<file path="config.mk">
export PLATFORM = sky130hd
export DESIGN_NAME = quantizer_array_pipe
export DESIGN_NICKNAME = d
export VERILOG_FILES = /design/src/rtl/quantizer_array_pipe.sv
export SDC_FILE = /design/constraint.sdc
export NUM_CORES = 1
export LEC_CHECK = 0
export CORE_MARGIN = 8
export CORE_UTILIZATION = 53
export CTS_CLUSTER_SIZE = 8
export DETAILED_ROUTE_END_ITERATION = 8
export PLACE_DENSITY_LB_ADDON = 0.15
export SLEW_MARGIN = 20
export SYNTH_ARGS = -nofsm -noshare
export SYNTH_HDL_FRONTEND = slang
export SYNTH_SLANG_ARGS = --single-unit
</file>
<file path="constraint.sdc">
create_clock -name clk -period 4.6 [get_ports clk]
set_clock_uncertainty 0.05 [all_clocks]
set_input_delay 0.69 -clock clk [delete_from_list [all_inputs] [get_ports clk]]
set_output_delay 0.69 -clock clk [all_outputs]
set_load 0.03 [all_outputs]
</file>
<file path="src/rtl/quantizer_array_pipe.sv">
// Two-stage quantizer for systolic-array partial sums: S1 rounds and shifts, S2 range-reduces.
// Valid/ready on both sides, with a saturating count of overflowing lanes.
module quantizer_array_pipe #(
  parameter int NCH     = 4,
  parameter int IN_W    = 18,
  parameter int OUT_W   = 8,
  parameter int SHIFT_W = 4,
  parameter int CNT_W   = 16
) (
  input  logic                   clk,
  input  logic                   rst_n,
  input  logic [SHIFT_W-1:0]     cfg_shift,
  input  logic                   cfg_round,
  input  logic [1:0]             cfg_mode,
  input  logic                   clr_count,
  input  logic                   in_valid,
  output logic                   in_ready,
  input  logic [NCH*IN_W-1:0]    in_data,
  output logic                   out_valid,
  input  logic                   out_ready,
  output logic [NCH*OUT_W-1:0]   out_data,
  output logic [NCH-1:0]         ovf_flags,
  output logic [CNT_W-1:0]       ovf_count
);

  localparam int STAGES = 2;
  localparam int PW     = $clog2(NCH + 1);
  localparam int CW1    = CNT_W + 1;

  // Range bounds at the widened S1 precision; the low OUT_W bits double as clamp values.
  localparam logic signed [IN_W:0] MAXV = {{(IN_W-OUT_W+2){1'b0}}, {(OUT_W-1){1'b1}}};
  localparam logic signed [IN_W:0] MINV = {{(IN_W-OUT_W+2){1'b1}}, {(OUT_W-1){1'b0}}};
  localparam logic        [IN_W:0] ONE  = {{IN_W{1'b0}}, 1'b1};

  logic [STAGES:1] vld_pipe;
  logic [1:0]      s1_mode;
  logic            s2_open;
  logic            s1_load;
  logic            s2_load;

  assign s2_open   = !vld_pipe[2] || out_ready;
  assign in_ready  = rst_n && (!vld_pipe[1] || s2_open);
  assign s1_load   = in_valid && in_ready;
  assign s2_load   = vld_pipe[1] && s2_open;
  assign out_valid = vld_pipe[2];

  always_ff @(posedge clk) begin
    if (!rst_n) begin
      vld_pipe <= '0;
      s1_mode  <= '0;
    end else begin
      if (in_ready) vld_pipe[1] <= in_valid;
      if (s2_open)  vld_pipe[2] <= vld_pipe[1];
      if (s1_load)  s1_mode     <= cfg_mode;
    end
  end

  for (genvar k = 0; k < NCH; k++) begin : g_lane
    logic signed [IN_W:0]  ext;
    logic signed [IN_W:0]  bias;
    logic signed [IN_W:0]  shifted;
    logic signed [IN_W:0]  s1_val;
    logic                  hi;
    logic                  lo;
    logic [OUT_W-1:0]      q;
    logic [OUT_W-1:0]      q_r;
    logic                  f_r;

    // One guard bit keeps the rounding add from overflowing the input range.
    always_comb begin
      ext  = {in_data[k*IN_W+IN_W-1], in_data[k*IN_W +: IN_W]};
      bias = '0;
      if (cfg_round && cfg_shift != '0) bias = ONE << (cfg_shift - 1'b1);
      shifted = (ext + bias) >>> cfg_shift;
    end

    always_comb begin
      hi = s1_val > MAXV;
      lo = s1_val < MINV;
      case (s1_mode)
        2'd0:    q = (hi || lo) ? '0 : s1_val[OUT_W-1:0];
        2'd2:    q = s1_val[OUT_W-1:0];
        default: q = hi ? MAXV[OUT_W-1:0] : (lo ? MINV[OUT_W-1:0] : s1_val[OUT_W-1:0]);
      endcase
    end

    always_ff @(posedge clk) begin
      if (!rst_n) begin
        s1_val <= '0;
        q_r    <= '0;
        f_r    <= 1'b0;
      end else begin
        if (s1_load) s1_val <= shifted;
        if (s2_load) begin
          q_r <= q;
          f_r <= hi || lo;
        end
      end
    end

    assign out_data[k*OUT_W +: OUT_W] = q_r;
    assign ovf_flags[k]               = f_r;
  end

  logic [PW-1:0]  pop;
  logic [CNT_W:0] cnt_sum;

  always_comb begin
    pop = '0;
    for (int i = 0; i < NCH; i++) pop = pop + PW'(ovf_flags[i]);
    cnt_sum = {1'b0, ovf_count} + CW1'(pop);
  end

  // A clear in the same cycle as a handshake discards that beat's events.
  always_ff @(posedge clk) begin
    if (!rst_n)                      ovf_count <= '0;
    else if (clr_count)              ovf_count <= '0;
    else if (out_valid && out_ready) ovf_count <= cnt_sum[CNT_W] ? '1 : cnt_sum[CNT_W-1:0];
  end

endmodule

</file>
== Yosys cells after proc, flatten, opt, wreduce, memory -nomap -nowiden ==
Cells that the tools add are included.
Word-level totals
  flip-flop bits (word level): 132
  latch bits: 0
  memory bits (writable): 0
  memory bits (read-only): 0
  input bits: 84
  output and inout port bits: 54
  word-level logic and storage cells: 74
  memories: 0
Cells by class
  $add $sub $neg: 9
  $mul: 0
  divide/modulo/power cells: 0
  $lt $le $gt $ge: 8
  eq/ne operators: 1
  shifts and indexed selects: 5
  mux-type cells: 18
  bitwise logic cells: 1
  reduce and logical (&&, ||, !) cells: 16
Operators with widths (count)
  2-to-1 mux 8 bit: 12
  adder 18 x 19 -> 19 bit: 4
  greater-than comparator 19 x 8 -> 1 bit, second input constant: 4
  less-than comparator 19 x 8 -> 1 bit, second input constant: 4
  >>> shifter 19 x 4 -> 19 bit: 4
  case mux 8 bit (2 select lines): 4
  2-to-1 mux 19 bit: 1
  left shift 1 x 4 -> 19 bit, first input constant: 1
  adder 16 x 3 -> 17 bit: 1
  2-to-1 mux 16 bit: 1
  logical OR 1 bit: 6
  logical AND 1 bit: 5
  nonzero test 4 bit: 1
  subtractor 4 x 1 -> 4 bit, second input constant: 1
  adder 2 x 1 -> 3 bit: 1
  adder 3 x 1 -> 3 bit: 1
  adder 1 x 1 -> 2 bit: 1
  equality test 2 bit, second input constant: 1
  logical NOT 1 bit: 2
  logical NOT 2 bit: 1
  OR reduction 2 bit: 1
  inverter 1 bit: 1

== Logic depth before layout (Yosys ltp) ==
  depth in word-level cells: 5
  mapped depth: 20
  mapped depth without buffers: 16

== Least setup slack after synthesis ==
Ideal clock, no wire load.
  path kind: in2reg
  start: input cfg_shift[0]
  end: register g_lane[1].s1_val[7]
  library setup time: 0.127 ns
  arrival time: 4.806 ns
  data required time: 4.423 ns
  setup slack: -0.383 ns
  stages: 19
  buffers on the path: 4
  cells stage by stage: buf_2 clkbuf_1 buf_1 nand2_1 clkbuf_1 nor2_1 ha_1 inv_1 fa_1 nor2b_1 o31ai_4 a221oi_2 o41a_1 maj3_2 o21ai_0 xnor2_1 a32oi_1 and3_1 or3_1
On the way
  cells in the longest elaborated chain, start to end: 5
  elaborated cells on any way between the ends: 7
  classes of those cells: add/sub: 2; shift: 2; mux: 1; reduce/logical: 2
RTL lines
  from (decl): RTL line 12  | input logic [SHIFT_W-1:0] cfg_shift,
  subtractor 4 x 1 -> 4 bit / nonzero test 4 bit (equally long branches): RTL line 73  | if (cfg_round && cfg_shift != '0) bias = ONE << (cfg_shift - 1'b1);
  left shift 1 x 4 -> 19 bit / logical AND 1 bit (equally long branches): RTL line 73
  2-to-1 mux 19 bit: RTL line 73
  adder 18 x 19 -> 19 bit: RTL line 74  | shifted = (ext + bias) >>> cfg_shift;
  >>> shifter 19 x 4 -> 19 bit (*): RTL line 74
  to (signal assigned): RTL line 93  | if (s1_load) s1_val <= shifted;
  to (decl): RTL line 62  | logic signed [IN_W:0] s1_val;
Every way passes the cells marked *; elsewhere a longest branch is shown, timed or not.
A chain may end at the register's enable or synchronous reset.

== Final worst setup path ==
  start: input cfg_round
  end: register g_lane[1].s1_val[7]
On the way
  cells in the longest elaborated chain, start to end: 4
RTL lines
  from (decl): RTL line 13  | input logic cfg_round,
  logical AND 1 bit: RTL line 73
  2-to-1 mux 19 bit: RTL line 73
  adder 18 x 19 -> 19 bit: RTL line 74
  >>> shifter 19 x 4 -> 19 bit: RTL line 74
Every way passes these cells.

==> flow_summary.ini <==
[critical_path]
crit_fanout = 4
cp-end-kind = flip-flop
max_stage_delay_ns = 0.47
crit_arrival_ns = 4.69
required_ns = 4.86
cp-start-kind = input pin
slowest_stage = clkdlybuf4s50_1
path_depth = 16
crit_type = in2reg
path_cells = clkdlybuf4s50_1, or3b_4, nor2_2, ha_1, inv_1, fa_1, nor2b_1, o31ai_4, a221oi_2, o41a_1, maj3_2, o21ai_1, xnor2_1, a32oi_1, and3_1, or3_1
worstRegToRegCells = 8
worst-path-buf-inv = 2
cp_top_family = simple AND/OR/NAND/NOR gates

[synth]
synth_ff_type = dfxtp_1
ys_seq_elements = 132
synth_cell_type_count = 101
synth_edf_count = 0
netlist_instances = 1810
yosys_warnings = 0
ys_seq_area_share_pct = 20.0
async_reset_ff_share_pct = 0
netlist_area_um2 = 13200
syn_avg_cell_area_um2 = 7.28

[sta]
finalCritPeriodShare_pct = 96.4
slew_viol_final = 0
worst_slew_pin_slew_ns = 1.01
fin_crit_ns = 4.43
grt_setup_unrepaired = yes
fmax_mhz = 226
timing_hold_violations_final = 0
slew_headroom_pct = 32.3
holdWs_ns = 0.417
setup_viol = 0
layout_setup_ws_ns = 0.167

[final_layout]
antenna_cells = 0
num-nets-final = 2236
utilization_pct = 70.0
layout_common_cells = buf_4 (269), nor2_1 (188), a21oi_1 (165), nand2_1 (158), clkdlybuf4s50_1 (133)
final_common_cell = buf_4
n_fill_cell = 2149
final_layout_size_suffix_gt1_share_pct = 18.4
fin_area_um2 = 17100
final_cells = 2437
area_delta_synth_final_pct = 29.5

[power]
p_per_area_nw_per_um2 = 231
leakagePower_uw = 0.00699
peakVddDrop_v = 0.000312

[detailed_routing]
wl_um = 51600
ant_nets = 0
drt_iter0_drc = 1832
viasPerCell = 6.52
route.detailed.drc = 0
drt-pass1-iter-count = 5
wl_per_cell_um = 21.2
vias = 15882

[grt]
grt_max_degree = 62
grt_pass1_wl_um = 80600
antenna_found_initial = 0
grt_pass1_vias = 14790
grt_remaining_overflow = 0
grt_usage_pct = 32.3

[cts]
clk_latency_ns = 0.43
clkSlewWorstSetupHoldPaths_ns = 0.07
cts-htree-levels = 4
cts_buffer_depth = 2
numClockSinks = 132
root_buffer = clkbuf_16
cts_tree = yes
cts_buffers = 17

[place]
dpl.cell_count = 2404
hpwl_um = 40600
io_buffers = 137
post_dp_cell_area_um2 = 16400
dp_slack_ns = -0.311
globalplace.congestion = 0.972

[hold_path]
hp-class = reg2reg
holdPathStages = 2

[run]
drv_cap = 0

[floorplanning]
core-area_um2 = 24400
ios = 138
fp.dieH_um = 174
die_area_um2 = 30200
initial_core_util_pct = 54.1
placementRows = 57
die_x_um = 174

[outcome]
status = complete, no violations
## cell usage after synthesis, types with 13 or more instances
master,count,area [µm²]
nand2_1,159,597
xor2_1,30,263
a21oi_1,165,826
a21o_1,22,165
a31oi_1,40,250
o211ai_1,36,270
dfxtp_1,132,2640
nor3_1,62,310
nand4_1,17,106
xnor2_1,55,482
mux2i_1,41,410
a211oi_1,37,278
inv_1,47,176
nor4_1,17,106
nand3_1,58,290
o31ai_1,26,195
o21ai_0,104,521
ha_1,45,563
and3_1,15,93.8
buf_2,13,65.1
nor2b_1,16,100
a22oi_1,14,105
clkbuf_1,105,394
and2_1,25,156
nor2_1,191,717
nand2b_1,18,113
a221oi_1,13,114
o2111ai_1,13,114
## registers in the layout, summed over array words and instances, names as in the netlist
signal / count
g_lane.s1_val: 76
g_lane.q_r: 32
ovf_count: 16
g_lane.f_r: 4
s1_mode: 2
vld_pipe: 2
## path summary, 6_finish.rpt
check	start	to	slack (ns)
setup / recovery	cfg_round	g_lane[1].s1_val[7]	0.17
hold / removal	s1_mode[1]	s1_mode[1]	0.42
setup reg to reg	ovf_count[0]	ovf_count[15]	1.55
hold reg to reg	s1_mode[1]	s1_mode[1]	0.42
## final cells by class
type                       instances  area (µm²)  share of cell area, %
tap                              324         405                   2.37
sequential                       132        2640                   15.5
inverter                          51         191                   1.12
clock inverter                    15         138                  0.806
multi-input combinational       1492        9890                   57.9
timing repair buffer             406        3390                   19.8
clock buffer                      17         425                   2.49
## metal layers
| metal | vias up | wire length, µm | GRT usage (%) |
|---|---|---|---|
| met1 | 7443 | 22600 | 45.2 |
| met2 | 930 | 22400 | 49.4 |
| met3 | 116 | 5040 | 5.42 |
| li1 | 7393 | - | - |
| met5 | - | 0 | 0 |
| met4 | 0 | 1520 | 10.8 |
## power breakdown
part / internal, µW / switching, µW
sequential: 1230 / 79.0
combinational: 564 / 772
clock: 714 / 583
## worst register-to-register path: stages, from the launching register on
cell and delay, ns:
dfxtp_1 0.35, fa_1 0.56, fa_1 0.22, inv_1 0.07, fa_1 0.39, nor4b_1 0.38
and3_1 0.30, nand3_1 0.37, a21oi_1 0.28
## stage by stage
stage,setup TNS [ns],power (µW)
2_1_floorplan,0,2100
3_3_place_gp,-6.92,2590
3_5_place_dp,-10.70,2620
4_1_cts,0,3900
5_1_grt,-0.0550,4110
6_report,0,3950
## cells by family after synthesis
family / count (synthesis) / synth area share (%)
buf+inv: 189 / 5.74
fa+ha+maj: 58 / 5.80
compound gates: 647 / 33.8
other cells: 1 / 0.0284
flops: 132 / 20.0
mux: 64 / 6.10
simple gates: 634 / 22.9
xor+xnor: 85 / 5.65
## timing repair
item	4_1_cts	5_1_grt
endpoints found under the setup margin	0	38
resized for setup	0	17
hold buffers	0	0
setup buffers	0	1
Power figures use the tool's default switching activity.
